**config.mk**
```make
export PLATFORM = sky130hd
export DESIGN_NAME = alu_issue_stage
export DESIGN_NICKNAME = d
export VERILOG_FILES = /design/src/rtl/alu_ops_pkg.sv /design/src/rtl/alu_op_decoder.sv /design/src/rtl/alu_issue_stage.sv
export SDC_FILE = /design/constraint.sdc
export NUM_CORES = 1
export LEC_CHECK = 0
export ABC_AREA = 0
export BUFFER_PORTS_ARGS = -buffer_cell sky130_fd_sc_hd__buf_4
export CORE_AREA = 4 4 141 143
export CTS_CLUSTER_SIZE = 14
export DETAILED_ROUTE_END_ITERATION = 8
export DIE_AREA = 0 0 145 147
export PLACE_DENSITY = 0.8
export SLEW_MARGIN = 10
export SYNTH_ARGS = -nofsm -noshare
export SYNTH_HDL_FRONTEND = slang
export SYNTH_SLANG_ARGS = --single-unit
```
**constraint.sdc**
```tcl
create_clock -name clk -period 4.9 [get_ports clk]
set_input_delay 0.49 -clock clk [delete_from_list [all_inputs] [get_ports clk]]
set_output_delay 0.49 -clock clk [all_outputs]
set_load 0.01 [all_outputs]
```
**src/rtl/alu_ops_pkg.sv**
```systemverilog
// Shared ALU operation codes, RV32I opcode constants and the ID/EX pipeline register layout
// for the ALU issue stage.
package alu_ops_pkg;

  localparam int unsigned DW  = 32;
  localparam int unsigned PCW = 9;
  localparam int unsigned RAW = 5;

  localparam logic [3:0] ALU_AND = 4'b0000;
  localparam logic [3:0] ALU_OR  = 4'b0001;
  localparam logic [3:0] ALU_ADD = 4'b0010;
  localparam logic [3:0] ALU_JAL = 4'b0011;
  localparam logic [3:0] ALU_SLL = 4'b0100;
  localparam logic [3:0] ALU_SRL = 4'b0101;
  localparam logic [3:0] ALU_XOR = 4'b0110;
  localparam logic [3:0] ALU_SRA = 4'b0111;
  localparam logic [3:0] ALU_EQ  = 4'b1000;
  localparam logic [3:0] ALU_NE  = 4'b1001;
  localparam logic [3:0] ALU_LT  = 4'b1010;
  localparam logic [3:0] ALU_GE  = 4'b1011;
  localparam logic [3:0] ALU_SLT = 4'b1100;
  localparam logic [3:0] ALU_SUB = 4'b1111;

  localparam logic [6:0] OPC_OP     = 7'b0110011;
  localparam logic [6:0] OPC_OP_IMM = 7'b0010011;
  localparam logic [6:0] OPC_LOAD   = 7'b0000011;
  localparam logic [6:0] OPC_STORE  = 7'b0100011;
  localparam logic [6:0] OPC_BRANCH = 7'b1100011;
  localparam logic [6:0] OPC_JAL    = 7'b1101111;
  localparam logic [6:0] OPC_JALR   = 7'b1100111;
  localparam logic [6:0] OPC_LUI    = 7'b0110111;

  typedef struct packed {
    logic           valid;
    logic [3:0]     operation;
    logic [DW-1:0]  src_a;
    logic [DW-1:0]  src_b;
    logic [PCW-1:0] pc_cur;
    logic           branch;
    logic [RAW-1:0] rd;
    logic           regwrite;
    logic           memread;
    logic           memwrite;
    logic [DW-1:0]  store_data;
    logic           illegal;
  } id_ex_t;

  // Operand bypass: youngest producer wins; x0 always reads the register file value.
  function automatic logic [DW-1:0] fwd_sel(
    input logic [RAW-1:0] rs,
    input logic [DW-1:0]  rf_data,
    input logic           ex_fwd,
    input logic [RAW-1:0] ex_rd,
    input logic [DW-1:0]  ex_result,
    input logic           mem_we,
    input logic [RAW-1:0] mem_rd,
    input logic [DW-1:0]  mem_result,
    input logic           wb_we,
    input logic [RAW-1:0] wb_rd,
    input logic [DW-1:0]  wb_result
  );
    if (rs == '0) return rf_data;
    if (ex_fwd && ex_rd == rs) return ex_result;
    if (mem_we && mem_rd == rs) return mem_result;
    if (wb_we && wb_rd == rs) return wb_result;
    return rf_data;
  endfunction

endpackage

```
**src/rtl/alu_op_decoder.sv**
```systemverilog
// Combinational RV32I decode into ALU operation, operand selects and memory/writeback controls.
module alu_op_decoder
  import alu_ops_pkg::*;
(
  input  logic [31:0] instr,
  output logic [3:0]  op,
  output logic        imm_sel,
  output logic        zero_a,
  output logic        shift,
  output logic        branch,
  output logic        memread,
  output logic        memwrite,
  output logic        writes_rd,
  output logic        use_rs1,
  output logic        use_rs2,
  output logic        illegal
);

  logic [6:0] opcode;
  logic [2:0] f3;
  logic       alt;
  logic       unused_instr;

  assign opcode       = instr[6:0];
  assign f3           = instr[14:12];
  assign alt          = instr[30];
  assign unused_instr = ^{instr[31], instr[29:15], instr[11:7]};

  always_comb begin
    op        = ALU_AND;
    imm_sel   = 1'b0;
    zero_a    = 1'b0;
    shift     = 1'b0;
    branch    = 1'b0;
    memread   = 1'b0;
    memwrite  = 1'b0;
    writes_rd = 1'b0;
    use_rs1   = 1'b0;
    use_rs2   = 1'b0;
    illegal   = 1'b0;
    unique case (opcode)
      OPC_OP, OPC_OP_IMM: begin
        writes_rd = 1'b1;
        use_rs1   = 1'b1;
        use_rs2   = (opcode == OPC_OP);
        imm_sel   = (opcode == OPC_OP_IMM);
        // instr[30] is funct7[5] for R-type and imm[10] for I-type shifts
        unique case (f3)
          3'b000: op = (alt && opcode == OPC_OP) ? ALU_SUB : ALU_ADD;
          3'b001: begin op = ALU_SLL; shift = 1'b1; end
          3'b010: op = ALU_SLT;
          3'b100: op = ALU_XOR;
          3'b101: begin op = alt ? ALU_SRA : ALU_SRL; shift = 1'b1; end
          3'b110: op = ALU_OR;
          3'b111: op = ALU_AND;
          default: illegal = 1'b1;
        endcase
      end
      OPC_LOAD: begin
        op = ALU_ADD; imm_sel = 1'b1; memread = 1'b1; writes_rd = 1'b1; use_rs1 = 1'b1;
      end
      OPC_STORE: begin
        op = ALU_ADD; imm_sel = 1'b1; memwrite = 1'b1; use_rs1 = 1'b1; use_rs2 = 1'b1;
      end
      OPC_BRANCH: begin
        use_rs1 = 1'b1;
        use_rs2 = 1'b1;
        unique case (f3)
          3'b000: op = ALU_EQ;
          3'b001: op = ALU_NE;
          3'b100: op = ALU_LT;
          3'b101: op = ALU_GE;
          default: illegal = 1'b1;
        endcase
      end
      OPC_JAL: begin
        op = ALU_JAL; branch = 1'b1; writes_rd = 1'b1;
      end
      OPC_JALR: begin
        op = ALU_JAL; branch = 1'b1; writes_rd = 1'b1; use_rs1 = 1'b1;
      end
      OPC_LUI: begin
        op = ALU_ADD; imm_sel = 1'b1; zero_a = 1'b1; writes_rd = 1'b1;
      end
      default: illegal = 1'b1;
    endcase
  end

endmodule

```
**src/rtl/alu_issue_stage.sv**
```systemverilog
// ID/EX issue stage: decode, operand forwarding, load-use hazard detection and the ID/EX
// register that feeds the ALU.
module alu_issue_stage
  import alu_ops_pkg::*;
#(
  parameter int unsigned DATA_WIDTH = DW,
  parameter int unsigned PC_WIDTH   = PCW,
  parameter int unsigned REG_ADDR   = RAW
) (
  input  logic                  clk,
  input  logic                  reset,
  input  logic                  id_valid,
  input  logic [31:0]           id_instr,
  input  logic [PC_WIDTH-1:0]   id_pc,
  input  logic [DATA_WIDTH-1:0] id_rs1_data,
  input  logic [DATA_WIDTH-1:0] id_rs2_data,
  input  logic [DATA_WIDTH-1:0] id_imm,
  input  logic                  stall_in,
  input  logic                  flush,
  input  logic [DATA_WIDTH-1:0] alu_result,
  input  logic [REG_ADDR-1:0]   mem_rd,
  input  logic                  mem_regwrite,
  input  logic [DATA_WIDTH-1:0] mem_result,
  input  logic [REG_ADDR-1:0]   wb_rd,
  input  logic                  wb_regwrite,
  input  logic [DATA_WIDTH-1:0] wb_result,
  output logic                  id_ready,
  output logic                  hazard_stall,
  output logic                  ex_valid,
  output logic [3:0]            ex_operation,
  output logic [DATA_WIDTH-1:0] ex_src_a,
  output logic [DATA_WIDTH-1:0] ex_src_b,
  output logic [PC_WIDTH-1:0]   ex_pc_cur,
  output logic                  ex_branch,
  output logic [REG_ADDR-1:0]   ex_rd,
  output logic                  ex_regwrite,
  output logic                  ex_memread,
  output logic                  ex_memwrite,
  output logic [DATA_WIDTH-1:0] ex_store_data,
  output logic                  ex_illegal
);

  logic [3:0]            dec_op;
  logic                  imm_sel, zero_a, shift, dec_branch, dec_memread, dec_memwrite;
  logic                  writes_rd, use_rs1, use_rs2, dec_illegal;
  logic [REG_ADDR-1:0]   rs1, rs2, rd;
  logic [DATA_WIDTH-1:0] fwd_a, fwd_b, src_b;
  logic                  ex_fwd;
  id_ex_t                ex_q, ex_d, issue;

  alu_op_decoder u_decoder (
    .instr     (id_instr),
    .op        (dec_op),
    .imm_sel   (imm_sel),
    .zero_a    (zero_a),
    .shift     (shift),
    .branch    (dec_branch),
    .memread   (dec_memread),
    .memwrite  (dec_memwrite),
    .writes_rd (writes_rd),
    .use_rs1   (use_rs1),
    .use_rs2   (use_rs2),
    .illegal   (dec_illegal)
  );

  assign rs1 = id_instr[19:15];
  assign rs2 = id_instr[24:20];
  assign rd  = id_instr[11:7];

  // A load in EX has no data yet; it is covered by the hazard stall, not by bypass.
  assign ex_fwd = ex_q.valid && ex_q.regwrite && !ex_q.memread;

  assign fwd_a = fwd_sel(rs1, id_rs1_data, ex_fwd, ex_q.rd, alu_result, mem_regwrite, mem_rd,
                         mem_result, wb_regwrite, wb_rd, wb_result);
  assign fwd_b = fwd_sel(rs2, id_rs2_data, ex_fwd, ex_q.rd, alu_result, mem_regwrite, mem_rd,
                         mem_result, wb_regwrite, wb_rd, wb_result);

  assign hazard_stall = ex_q.valid && ex_q.memread && (ex_q.rd != '0) &&
                        ((use_rs1 && rs1 == ex_q.rd) || (use_rs2 && rs2 == ex_q.rd));
  assign id_ready     = !hazard_stall && !stall_in;

  always_comb begin
    src_b = imm_sel ? id_imm : fwd_b;
    if (shift) src_b = {{(DATA_WIDTH-5){1'b0}}, src_b[4:0]};

    issue            = '0;
    issue.valid      = 1'b1;
    issue.operation  = dec_op;
    issue.src_a      = zero_a ? '0 : fwd_a;
    issue.src_b      = src_b;
    issue.pc_cur     = id_pc;
    issue.branch     = dec_branch;
    issue.rd         = writes_rd ? rd : '0;
    issue.regwrite   = writes_rd && (rd != '0);
    issue.memread    = dec_memread;
    issue.memwrite   = dec_memwrite;
    issue.store_data = fwd_b;
    if (dec_illegal) begin
      issue         = '0;
      issue.illegal = 1'b1;
    end
  end

  always_comb begin
    ex_d = ex_q;
    if (flush) begin
      ex_d = '0;
    end else if (stall_in) begin
      ex_d = ex_q;
    end else if (hazard_stall || !id_valid) begin
      ex_d = '0;
    end else begin
      ex_d = issue;
    end
  end

  always_ff @(posedge clk or posedge reset) begin
    if (reset) begin
      ex_q <= '0;
    end else begin
      ex_q <= ex_d;
    end
  end

  assign ex_valid      = ex_q.valid;
  assign ex_operation  = ex_q.operation;
  assign ex_src_a      = ex_q.src_a;
  assign ex_src_b      = ex_q.src_b;
  assign ex_pc_cur     = ex_q.pc_cur;
  assign ex_branch     = ex_q.branch;
  assign ex_rd         = ex_q.rd;
  assign ex_regwrite   = ex_q.regwrite;
  assign ex_memread    = ex_q.memread;
  assign ex_memwrite   = ex_q.memwrite;
  assign ex_store_data = ex_q.store_data;
  assign ex_illegal    = ex_q.illegal;

endmodule

```
* Word level (Yosys, flattened, before mapping)
Index checks and enable logic that the tools add are counted.
W data, S select, Z words.
** Operators by class
- Equality and inequality tests :: 23
- Multiplexer cells :: 62
- Reduce and logical (&&, ||, !) cells :: 37
** Operator list (count)
- $mux W32 :: 19
- $mux W120 :: 4
- $eq A5 B5 Y1 :: 8
- $pmux W4 S4 :: 2
- $mux W1 :: 30
- $pmux W4 S6 :: 1
- $eq A7 B6 Y1 const B :: 3
- $eq A7 B7 Y1 const B :: 3
- $logic_and A1 B1 Y1 :: 16
- $eq A3 B3 Y1 const B :: 4
- $reduce_or A6 Y1 :: 2
- $logic_not A5 Y1 :: 2
- $reduce_bool A5 Y1 :: 2
- $reduce_or A2 Y1 :: 4
- $eq A7 B2 Y1 const B :: 1
- $eq A7 B5 Y1 const B :: 1
- $reduce_or A7 Y1 :: 1
- $mux W5 :: 1
- $reduce_or A5 Y1 :: 1
- $logic_not A1 Y1 :: 4
- $mux W4 :: 1
- $pmux W1 S2 :: 2
- $reduce_or A4 Y1 :: 1
- $eq A3 B1 Y1 const B :: 1
- 7 further kinds :: 8
** Word-level totals
- Bits in registers :: 120
- Output and inout port bits :: 122
- Word-level logic and storage cells :: 134

* Depth between registers and ports, before layout
Gate-level depths: netlist of run 1.
- Depth in word-level cells :: 20
- Gate-level depth with buffers :: 9
- Gate-level depth less buffers :: 6

* By module
From an unflattened synthesis of run 1, not the netlist that was laid out.
** Unflattened totals
- Cells, all modules :: 946
- Area total of the unflattened synthesis :: 8211.6 um^2
** Modules (own cells, without submodules)
- alu_issue_stage :: times used 1, cells each 890, area an instance 7847.5 um^2, sequential area each 3002.9 um^2
- alu_op_decoder :: times used 1, cells each 56, area an instance 364.1 um^2, sequential area each 0.0 um^2

* Least setup slack after synthesis of run 1
Ideal clock, no wire load.
- Kind :: input to output
- From :: input port id_instr[2]
- To :: output port id_ready
- Arrival :: 1.809 ns
- Data required time :: 4.410 ns
- Setup slack :: 2.601 ns
- Cell stages on the path :: 6
- Path buffers :: 2
- Path through :: clkbuf_1 or2_0 a211o_1 nor4_2 nor3_4 clkbuf_1
** Between the ends
- Word-level cells in the longest chain between the ends :: 8
** RTL lines
- from (decl) :: RTL line alu_issue_stage.sv:13 : input logic [31:0] id_instr,
- $eq A7 B2 Y1, or another cell as far along :: RTL line alu_op_decoder.sv:41 : unique case (opcode)
- $reduce_or A6 Y1 (no source line), or another cell as far along
- $mux W1 or $pmux W1 S2 (tied branches) :: RTL line alu_op_decoder.sv:41
- $logic_and A1 B1 Y1 :: RTL line alu_issue_stage.sv:79 : ((use_rs1 && rs1 == ex_q.rd) || (use_rs2 && rs2 == ex_q.rd));
- $logic_or A1 B1 Y1 * :: RTL line alu_issue_stage.sv:79
- $logic_and A1 B1 Y1 * :: RTL line alu_issue_stage.sv:78 : assign hazard_stall = ex_q.valid && ex_q.memread && (ex_q.rd != '0) &&
- $logic_not A1 Y1 * :: RTL line alu_issue_stage.sv:80 : assign id_ready = !hazard_stall && !stall_in;
- $logic_and A1 B1 Y1 * :: RTL line alu_issue_stage.sv:80
- to (decl) :: RTL line alu_issue_stage.sv:27 : output logic id_ready,
Mark *: on every way between the ends. The rest lies on a longest branch, timed or not.

* Final worst setup path of run 1
- From :: register ex_q, in the netlist ex_rd[0]
- To :: output port id_ready
** Between the ends
- Word-level cells in the longest chain between the ends :: 6
** RTL lines
- from (decl) :: RTL line alu_issue_stage.sv:49 : id_ex_t ex_q, ex_d, issue;
- from (signal assigned) :: RTL line alu_issue_stage.sv:119 : ex_q <= '0;
- from (signal assigned) :: RTL line alu_issue_stage.sv:121 : ex_q <= ex_d;
- $eq A5 B5 Y1 :: RTL line alu_issue_stage.sv:79
- $logic_and A1 B1 Y1 :: RTL line alu_issue_stage.sv:79
- $logic_or A1 B1 Y1 :: RTL line alu_issue_stage.sv:79
- $logic_and A1 B1 Y1 * :: RTL line alu_issue_stage.sv:78
- $logic_not A1 Y1 * :: RTL line alu_issue_stage.sv:80
- $logic_and A1 B1 Y1 * :: RTL line alu_issue_stage.sv:80
Marked as above.

==> metrics.md, run 1 <==
| Metric | Value |
|---|---|
| Outcome | `completed` |
| Post-synth cell types | `56` |
| Fin nets | `1,606` |
| Vias after detailed routing | `9,988` |
| Critical-path maximum fanout | `32` |
| Slew HR | `0.2074` |
| DR iter-0 viols | `941` |
| Maximum clock frequency | `336.9 MHz` |
| Combinational fraction of design power | `0.160` |
| Startpoint types | `register` |
| Slew at the pin closest to its max-slew limit | `1189 ps` |
| Post-CTS Setup Repair Bufs | `0` |
| Clock Latency Late Sink | `420 ps` |
| Fillcell total | `1,612` |
| First-pass GRT wire length | `54,930 um` |
| Minimum clock period after layout | `2968 ps` |
| Most common cell after layout, fill and taps aside | `buf_4` |
| Max VDD drop | `0.2280 mV` |
| Avg WL per Cell | `22.22 um` |
| Switch share | `0.2488` |
| Routed WL | `35,630 um` |
| Area delta synth->final | `41.80%` |
| Hold crit path type | `in -> reg` |
| Final worst slack | `1932 ps` |
| Post-DP Area | `11,220 um2` |
| GRT busiest layer | `met2` |
| Yosys reg bits | `120` |
| Largest net degree at the start of global routing | `94` |
| Leakage | `5.619 nW` |
| Inst Count DP | `1,570` |
| Final setup fails | `0` |
| Post-synth EDFFs | `0` |
| Core area | `18,580 um2` |
| Post-synthesis sequential area ratio | `0.3567` |
| Max clock buf depth | `2` |
| Multi-input logic area | `5022 um2` |
| Fin. max-slew vios | `0` |
| Post-synthesis area per instance | `7.996 um2` |
| GPL Wtd Cong | `0.9242` |
| Final hold viol count | `0` |
| Int Pwr | `2.256 mW` |
| Residual DRC count | `0` |
| Drt first pass iters | `5` |
| Row cnt | `50` |
| Required time of the critical path | `4410 ps` |
| Synthesized cell area | `8419 um2` |
| Place WS | `1788 ps` |
| Die H | `147 um` |
| Vias/cell | `6.231` |
| Initial antenna violation count | `0` |
| Grt ovf | `0` |
| Critical path start-end classification | `reg -> out` |
| Synthesized Nets | `1,303` |
| Most frequent cells in the layout | `buf_4 (382), nand2_1 (213), dfrtp_1 (120), nor2_1 (77), o21ai_0 (70)` |
| I/O pin cnt | `372` |
| DIE AREA | `21,320 um2` |
| Cell Count, Final, Fillers Out | `1,603` |
| Tcrit/Tclk final | `0.6058` |
| Layout Cell Area excl Fill | `11,940 um2` |
| Pwr dens | `251.6 nW/um2` |
| Fin Setup TNS | `0 ps` |
| Estimated wirelength of the detail-placed design | `25,180 um` |
| H-tree levels | `4` |
| Synth async-reset ratio | `1.000` |
| Total GRT Usage | `0.3213` |
| Share of layout cells above drive strength 1 | `0.3170` |
| TritonCTS buffer count | `17` |
| Synth Instances | `1,053` |
| Clock Skew | `11.96 ps` |
| Antenna cells | `0` |
| CP Data Arrival Time | `2480 ps` |
| Reg power frac | `0.333` |
| Die width | `145 um` |
| Register area | `3003 um2` |
| Routing usage on met2 | `0.5077` |
| Max Cap Viol | `0` |
| Crit. End Element | `primary output` |
| Clock transition at path regs | `60 ps` |
| Met3 usage in global routing | `0.08945` |
| Number of buffers added on ports | `365` |
| Met1 usage | `0.4142` |
| Primary FF master, synth | `dfrtp_1` |
| RSZ-0062 raised after global routing | `no` |
| Clock root buffer | `clkbuf_16` |
| Clk pwr share | `0.507` |
| CTS tree | `yes` |
| Antenna Nets Post-Route | `0` |
| Vias in the first global route | `9,806` |
| YS warnings | `0` |
| Initial Utilization | `0.4531` |
| Clock sink count | `120` |
| Switching power | `747.3 uW` |
synth_stat cells (all sizes together), types with 2 or more instances:
| library cell | instances | area [um2] |
|---|---|---|
| nor2b | 5 | 31.28 |
| a2111oi | 5 | 43.79 |
| a311oi | 37 | 324.1 |
| a22oi | 59 | 442.9 |
| dfrtp | 120 | 3003 |
| nor4 | 32 | 206.5 |
| nand3b | 4 | 42.54 |
| clkbuf | 73 | 275.3 |
| a21oi | 61 | 316.6 |
| inv | 4 | 15.01 |
| o2bb2a | 27 | 270.3 |
| xnor2 | 26 | 227.7 |
| nor2 | 80 | 300.3 |
| a21o | 2 | 15.01 |
| xor2 | 4 | 35.03 |
| o31ai | 6 | 45.04 |
| nand2 | 213 | 799.5 |
| buf | 27 | 145.1 |
| o21ai | 74 | 370.3 |
| or2 | 6 | 37.54 |
| a211oi | 5 | 37.54 |
| o31a | 27 | 236.5 |
| nand3 | 15 | 75.07 |
| and2 | 28 | 175.2 |
| a32o | 8 | 80.08 |
| and3 | 5 | 31.28 |
| nand4 | 4 | 25.02 |
| a221oi | 27 | 236.5 |
| a22o | 12 | 105.1 |
| or4 | 4 | 33.78 |
| a2bb2oi | 32 | 280.3 |
| nor3 | 9 | 56.31 |
critical path: stages (launching register included):
cell      delay (ps)
dfrtp_1          450
or4_1            570
o211ai_1         210
nor4_2            80
nor3_4           160
buf_4            360
buf_4            190
metal layers:
metal,wire [um],vias to the layer above
met5,0,-
met4,1687,0
met3,3770,103
met2,16200,613
met1,13970,4723
li1,-,4549
per-stage QoR:
step,util,total power [mW],hold slack [ps]
2_1_floorplan,-,1.228,516.2
3_3_place_gp,0.6036,1.483,428.4
3_5_place_dp,0.6036,1.489,429.6
4_1_cts,0.6422,3.008,255.3
5_1_grt,0.6426,3.098,258.4
6_report,0.6426,3.003,265.2
logic make-up after synthesis:
kind of cell / after synthesis / share of synthesized area
flip-flops: 120 / 0.3567
buffers and inverters: 104 / 0.05171
AND/OR/NAND/NOR: 408 / 0.2188
XOR/XNOR: 30 / 0.03121
AO/OA/AOI/OAI: 391 / 0.3417
path summary, 6_finish.rpt:
| kind | start | to | slack [ps] | depth (start not counted) |
|---|---|---|---|---|
| max | ex_rd[0] | id_ready | 1930 | 6 |
| min reg2reg | ex_store_data[22] | ex_store_data[22] | 480 | 2 |
| max reg2reg | ex_rd[0] | ex_rd[1] | 1970 | 7 |
| min | flush | ex_illegal | 270 | 2 |
| max in group asynchronous | reset | ex_src_a[10] | 3310 | 4 |
| min in group asynchronous | reset | ex_pc_cur[4] | 560 | 3 |
cell type report:
type / instances / share of cell area
clock buffer: 19 / 0.03710
clock inverter: 13 / 0.02201
inverter: 4 / 0.001467
multi-input combinational: 829 / 0.4207
sequential: 120 / 0.2515
tap: 234 / 0.02452
timing repair buffer: 384 / 0.2427
power groups by stage:
stage | Sequential [mW] | Combinational, mW | Clock, mW
after global routing | 1.00 | 0.518 | 1.58
after CTS | 1.00 | 0.473 | 1.53
final | 1.00 | 0.481 | 1.52
after detailed placement | 1.02 | 0.471 | 0
after floorplan | 1.02 | 0.208 | 0
after global placement | 1.02 | 0.466 | 0
registers in the layout, indices dropped and copies added, names as in the netlist:
name	cells
ex_pc_cur	9
ex_illegal	1
ex_src_b	32
ex_regwrite	1
ex_src_a	32
ex_rd	5
ex_operation	4
ex_memwrite	1
ex_valid	1
ex_branch	1
ex_store_data	32
ex_memread	1
timing repair:
| item | in CTS | in global routing |
|---|---|---|
| endpoints found under the hold margin | 15 | 0 |
| hold buffers | 1 | 0 |
| resized for setup | 0 | 0 |
No activity file was read; power rests on OpenSTA's default activity.
==> inputs of run 2 (changes only) <==
Clock period 4.9 ns to 2.84 ns, I/O delays scaled along.
==> run 2 against run 1 <==
Power is 59% higher. Critical path type unchanged. Critical path depth stayed put. Die area unchanged. Final cell count increased by 0.50%. Critical endpoint unchanged. First-iteration DRC count fell by 0.74%. Register-to-register slack got worse by 1600 ps. Clock skew decreased by 5.0 ps. Combinational power rose by 74%. Non-clock buffer count up 8. Largest power group unchanged. Count of clock-buffer cells in the layout down 1. Hold slack worse by 190 ps. Highest routed layer unchanged.
==> metrics.md, run 2 (synthesis results as in run 1) <==
| Metric | Value |
|---|---|
| Outcome | `completed` |
| Vias/cell | `6.238 (+0.12%)` |
| Largest net degree at the start of global routing | `95 (+1.1%)` |
| Share of layout cells above drive strength 1 | `0.3210 (+0.003968)` |
| Levels on crit path | `6 (unchanged)` |
| Most frequent cells in the layout | `buf_4 (387), nand2_1 (213), dfrtp_1 (120), nor2_1 (77), o21ai_0 (70)` |
| Crit. End Element | `primary output` |
| Final hold viol count | `0 (unchanged)` |
| Startpoint types | `register` |
| R2R setup slack | `420 ps (-1550 ps)` |
| Maximum clock frequency | `370.1 MHz` |
| Switch share | `0.2778 (+0.02896)` |
| Routing usage on met2 | `0.5087 (+0.0009390)` |
| Die width | `145 um (unchanged)` |
| GPL Wtd Cong | `0.9800 (+6.0%)` |
| H-tree levels | `4 (unchanged)` |
| GRT busiest layer | `met2` |
| Clock Skew | `6.991 ps (-4.969 ps)` |
| Tcrit/Tclk final | `0.9515` |
| Critical-path maximum fanout | `29 (-9.4%)` |
| Clock transition at path regs | `60 ps (about the same)` |
| Vias after detailed routing | `10.05k (+0.62%)` |
| CTS tree | `yes` |
| DR iter-0 viols | `934 (-0.74%)` |
| Fillcell total | `1,667 (+3.4%)` |
| Worst hold path cell count | `2 (unchanged)` |
| First-pass GRT wire length | `55,180 um (+0.45%)` |
| Clock sink count | `120 (unchanged)` |
| Met1 usage | `0.4124 (-0.001780)` |
| R2r worst-path depth | `6 (-1)` |
| Inst Count DP | `1,578 (+0.51%)` |
| DIE AREA | `21,320 um2 (unchanged)` |
| Clock root buffer | `clkbuf_16` |
| Fin nets | `1,614 (+0.50%)` |
| Avg WL per Cell | `22.22 um (about the same)` |
| Biggest cell delay along the critical path | `570 ps (about the same)` |
| Most common cell after layout, fill and taps aside | `buf_4` |
| Max clock buf depth | `2 (unchanged)` |
| Row cnt | `50 (unchanged)` |
| Fin Setup TNS | `0 ps (unchanged)` |
| Critical path start-end classification | `reg -> out` |
| Reg2reg end | `ex_src_b[3]` |
| Hold crit path type | `in -> reg` |
| Core area | `18,580 um2 (unchanged)` |
| Antenna Nets Post-Route | `0 (unchanged)` |
| Total GRT Usage | `0.3228 (+0.001468)` |
| Grt ovf | `0 (unchanged)` |
| I/O pin cnt | `372 (unchanged)` |
| Clk pwr share | `0.463 (-0.044)` |
| Fin. max-slew vios | `0 (unchanged)` |
| Pwr dens | `400.1 nW/um2 (+59%)` |
| Leakage | `5.607 nW (-0.22%)` |
| Final setup fails | `0 (unchanged)` |
| CP startpoint | `ex_rd[0]` |
| Cell Count, Final, Fillers Out | `1,611 (+0.50%)` |
| CP max stage cell | `or4_1` |
| Post-CTS Setup Repair Bufs | `0 (unchanged)` |
| Max Cap Viol | `0 (unchanged)` |
| Combinational fraction of design power | `0.176 (+0.016)` |
| Initial Utilization | `0.4531 (unchanged)` |
| Routed WL | `35,800 um (+0.50%)` |
| Initial antenna violation count | `0 (unchanged)` |
| RSZ-0062 raised after global routing | `no` |
| Estimated wirelength of the detail-placed design | `25,490 um (+1.2%)` |
| Residual DRC count | `0 (unchanged)` |
| Required time of the critical path | `2560 ps (-1850 ps)` |
| Minimum clock period after layout | `2702 ps` |
| Int Pwr | `3.444 mW (+53%)` |
| TritonCTS buffer count | `17 (unchanged)` |
| Delay-heaviest family, CP | `simple AND/OR/NAND/NOR gates` |
| Clock Latency Late Sink | `410 ps (about the same)` |
| CP Data Arrival Time | `2420 ps (-60 ps)` |
| CP cell instances | `or4_1, o211ai_1, nor4_2, nor3_4, buf_12, buf_4` |
| Drt first pass iters | `6 (+1)` |
| Met3 usage in global routing | `0.08667 (-0.002776)` |
| Area delta synth->final | `41.55%` |
| Slew HR | `0.4064 (+0.1990)` |
| Reg power frac | `0.362 (+0.029)` |
| Slew at the pin closest to its max-slew limit | `887.9 ps (-301.1 ps)` |
| Switching power | `1.325 mW (+77%)` |
| Crit path buffers/inverters | `2 (unchanged)` |
| Die H | `147 um (unchanged)` |
| FF-to-FF Start | `ex_rd[4]` |
| Max VDD drop | `0.3901 mV (+71%)` |
| Vias in the first global route | `9,857 (+0.52%)` |
| Antenna cells | `0 (unchanged)` |
| Worst Setup EP | `id_ready` |
| Number of buffers added on ports | `365 (unchanged)` |
==> run 2: cell count changes in the layout (fill, tap and decap cells not counted), moves of 3 or more <==
cell and change:
clkinvlp_4 +4, buf_12 +3, inv_6 +3, buf_4 +5, bufinv_16 -5
==> run 2: timing repair <==
item | in CTS | in global routing
hold buffers | 1 | 0
endpoints found under the setup margin | 0 | 0
hold endpoints to repair | 2 | 0
gates resized for setup | 0 | 0
==> run 2: worst min-delay path by stage <==
stage | from | end | slack (ps)
2_1_floorplan | flush | ex_illegal | 350
3_3_place_gp | reset | ex_src_a[3] | 180
3_5_place_dp | reset | ex_src_a[4] | 180
4_1_cts | flush | ex_illegal | 50
5_1_grt | flush | ex_illegal | 60
6_report | flush | ex_illegal | 70
==> run 2: power groups by stage <==
| stage | registers, mW | logic, mW | clock network, mW |
|---|---|---|---|
| floorplan | 1.76 | 0.360 | 0 |
| global placement | 1.75 | 0.813 | 0 |
| detailed placement | 1.76 | 0.824 | 0 |
| CTS | 1.72 | 0.828 | 2.25 |
| global route | 1.72 | 0.900 | 2.32 |
| finish | 1.72 | 0.839 | 2.21 |
==> run 2: routing by layer <==
layer / share of wire / vias up
li1: - / 4563
met1: 0.38 / 4706
met2: 0.46 / 665
met3: 0.11 / 116
met4: 0.048 / 0
met5: 0 / -
==> run 2: final cells by class <==
cell class	count	area [um2]	share of cell area
Timing Repair Buffer	392	2995	0.2513
Sequential cell	120	3003	0.2520
Tap cell	234	292.8	0.02457
Multi-Input combinational cell	829	5015	0.4208
Inverter	4	18.77	0.001575
Clock buffer	18	429.2	0.03601
Clock inverter	14	163.9	0.01375
==> run 2: worst reg2reg max path, stage by stage (launching register included) <==
cell and delay [ps]:
dfrtp_1 480, xnor2_1 170, nand3_1 150, or2_2 560, nor2_1 160, a2111oi_0 600, o31ai_1 150
==> run 2: through the flow <==
step	instance area (um2)	utilization	hold WS (ps)	total power [mW]	setup WS [ps]
after floorplan	8423	-	347.1	2.119	741.7
after global placement	11310	0.6090	180.9	2.567	519.5
after detailed placement	11310	0.6090	182.8	2.579	463.8
after CTS	11920	0.6414	51.26	4.800	136.4
after global routing	11920	0.6414	63.75	4.944	55.60
final	11920	0.6414	72.12	4.769	137.8
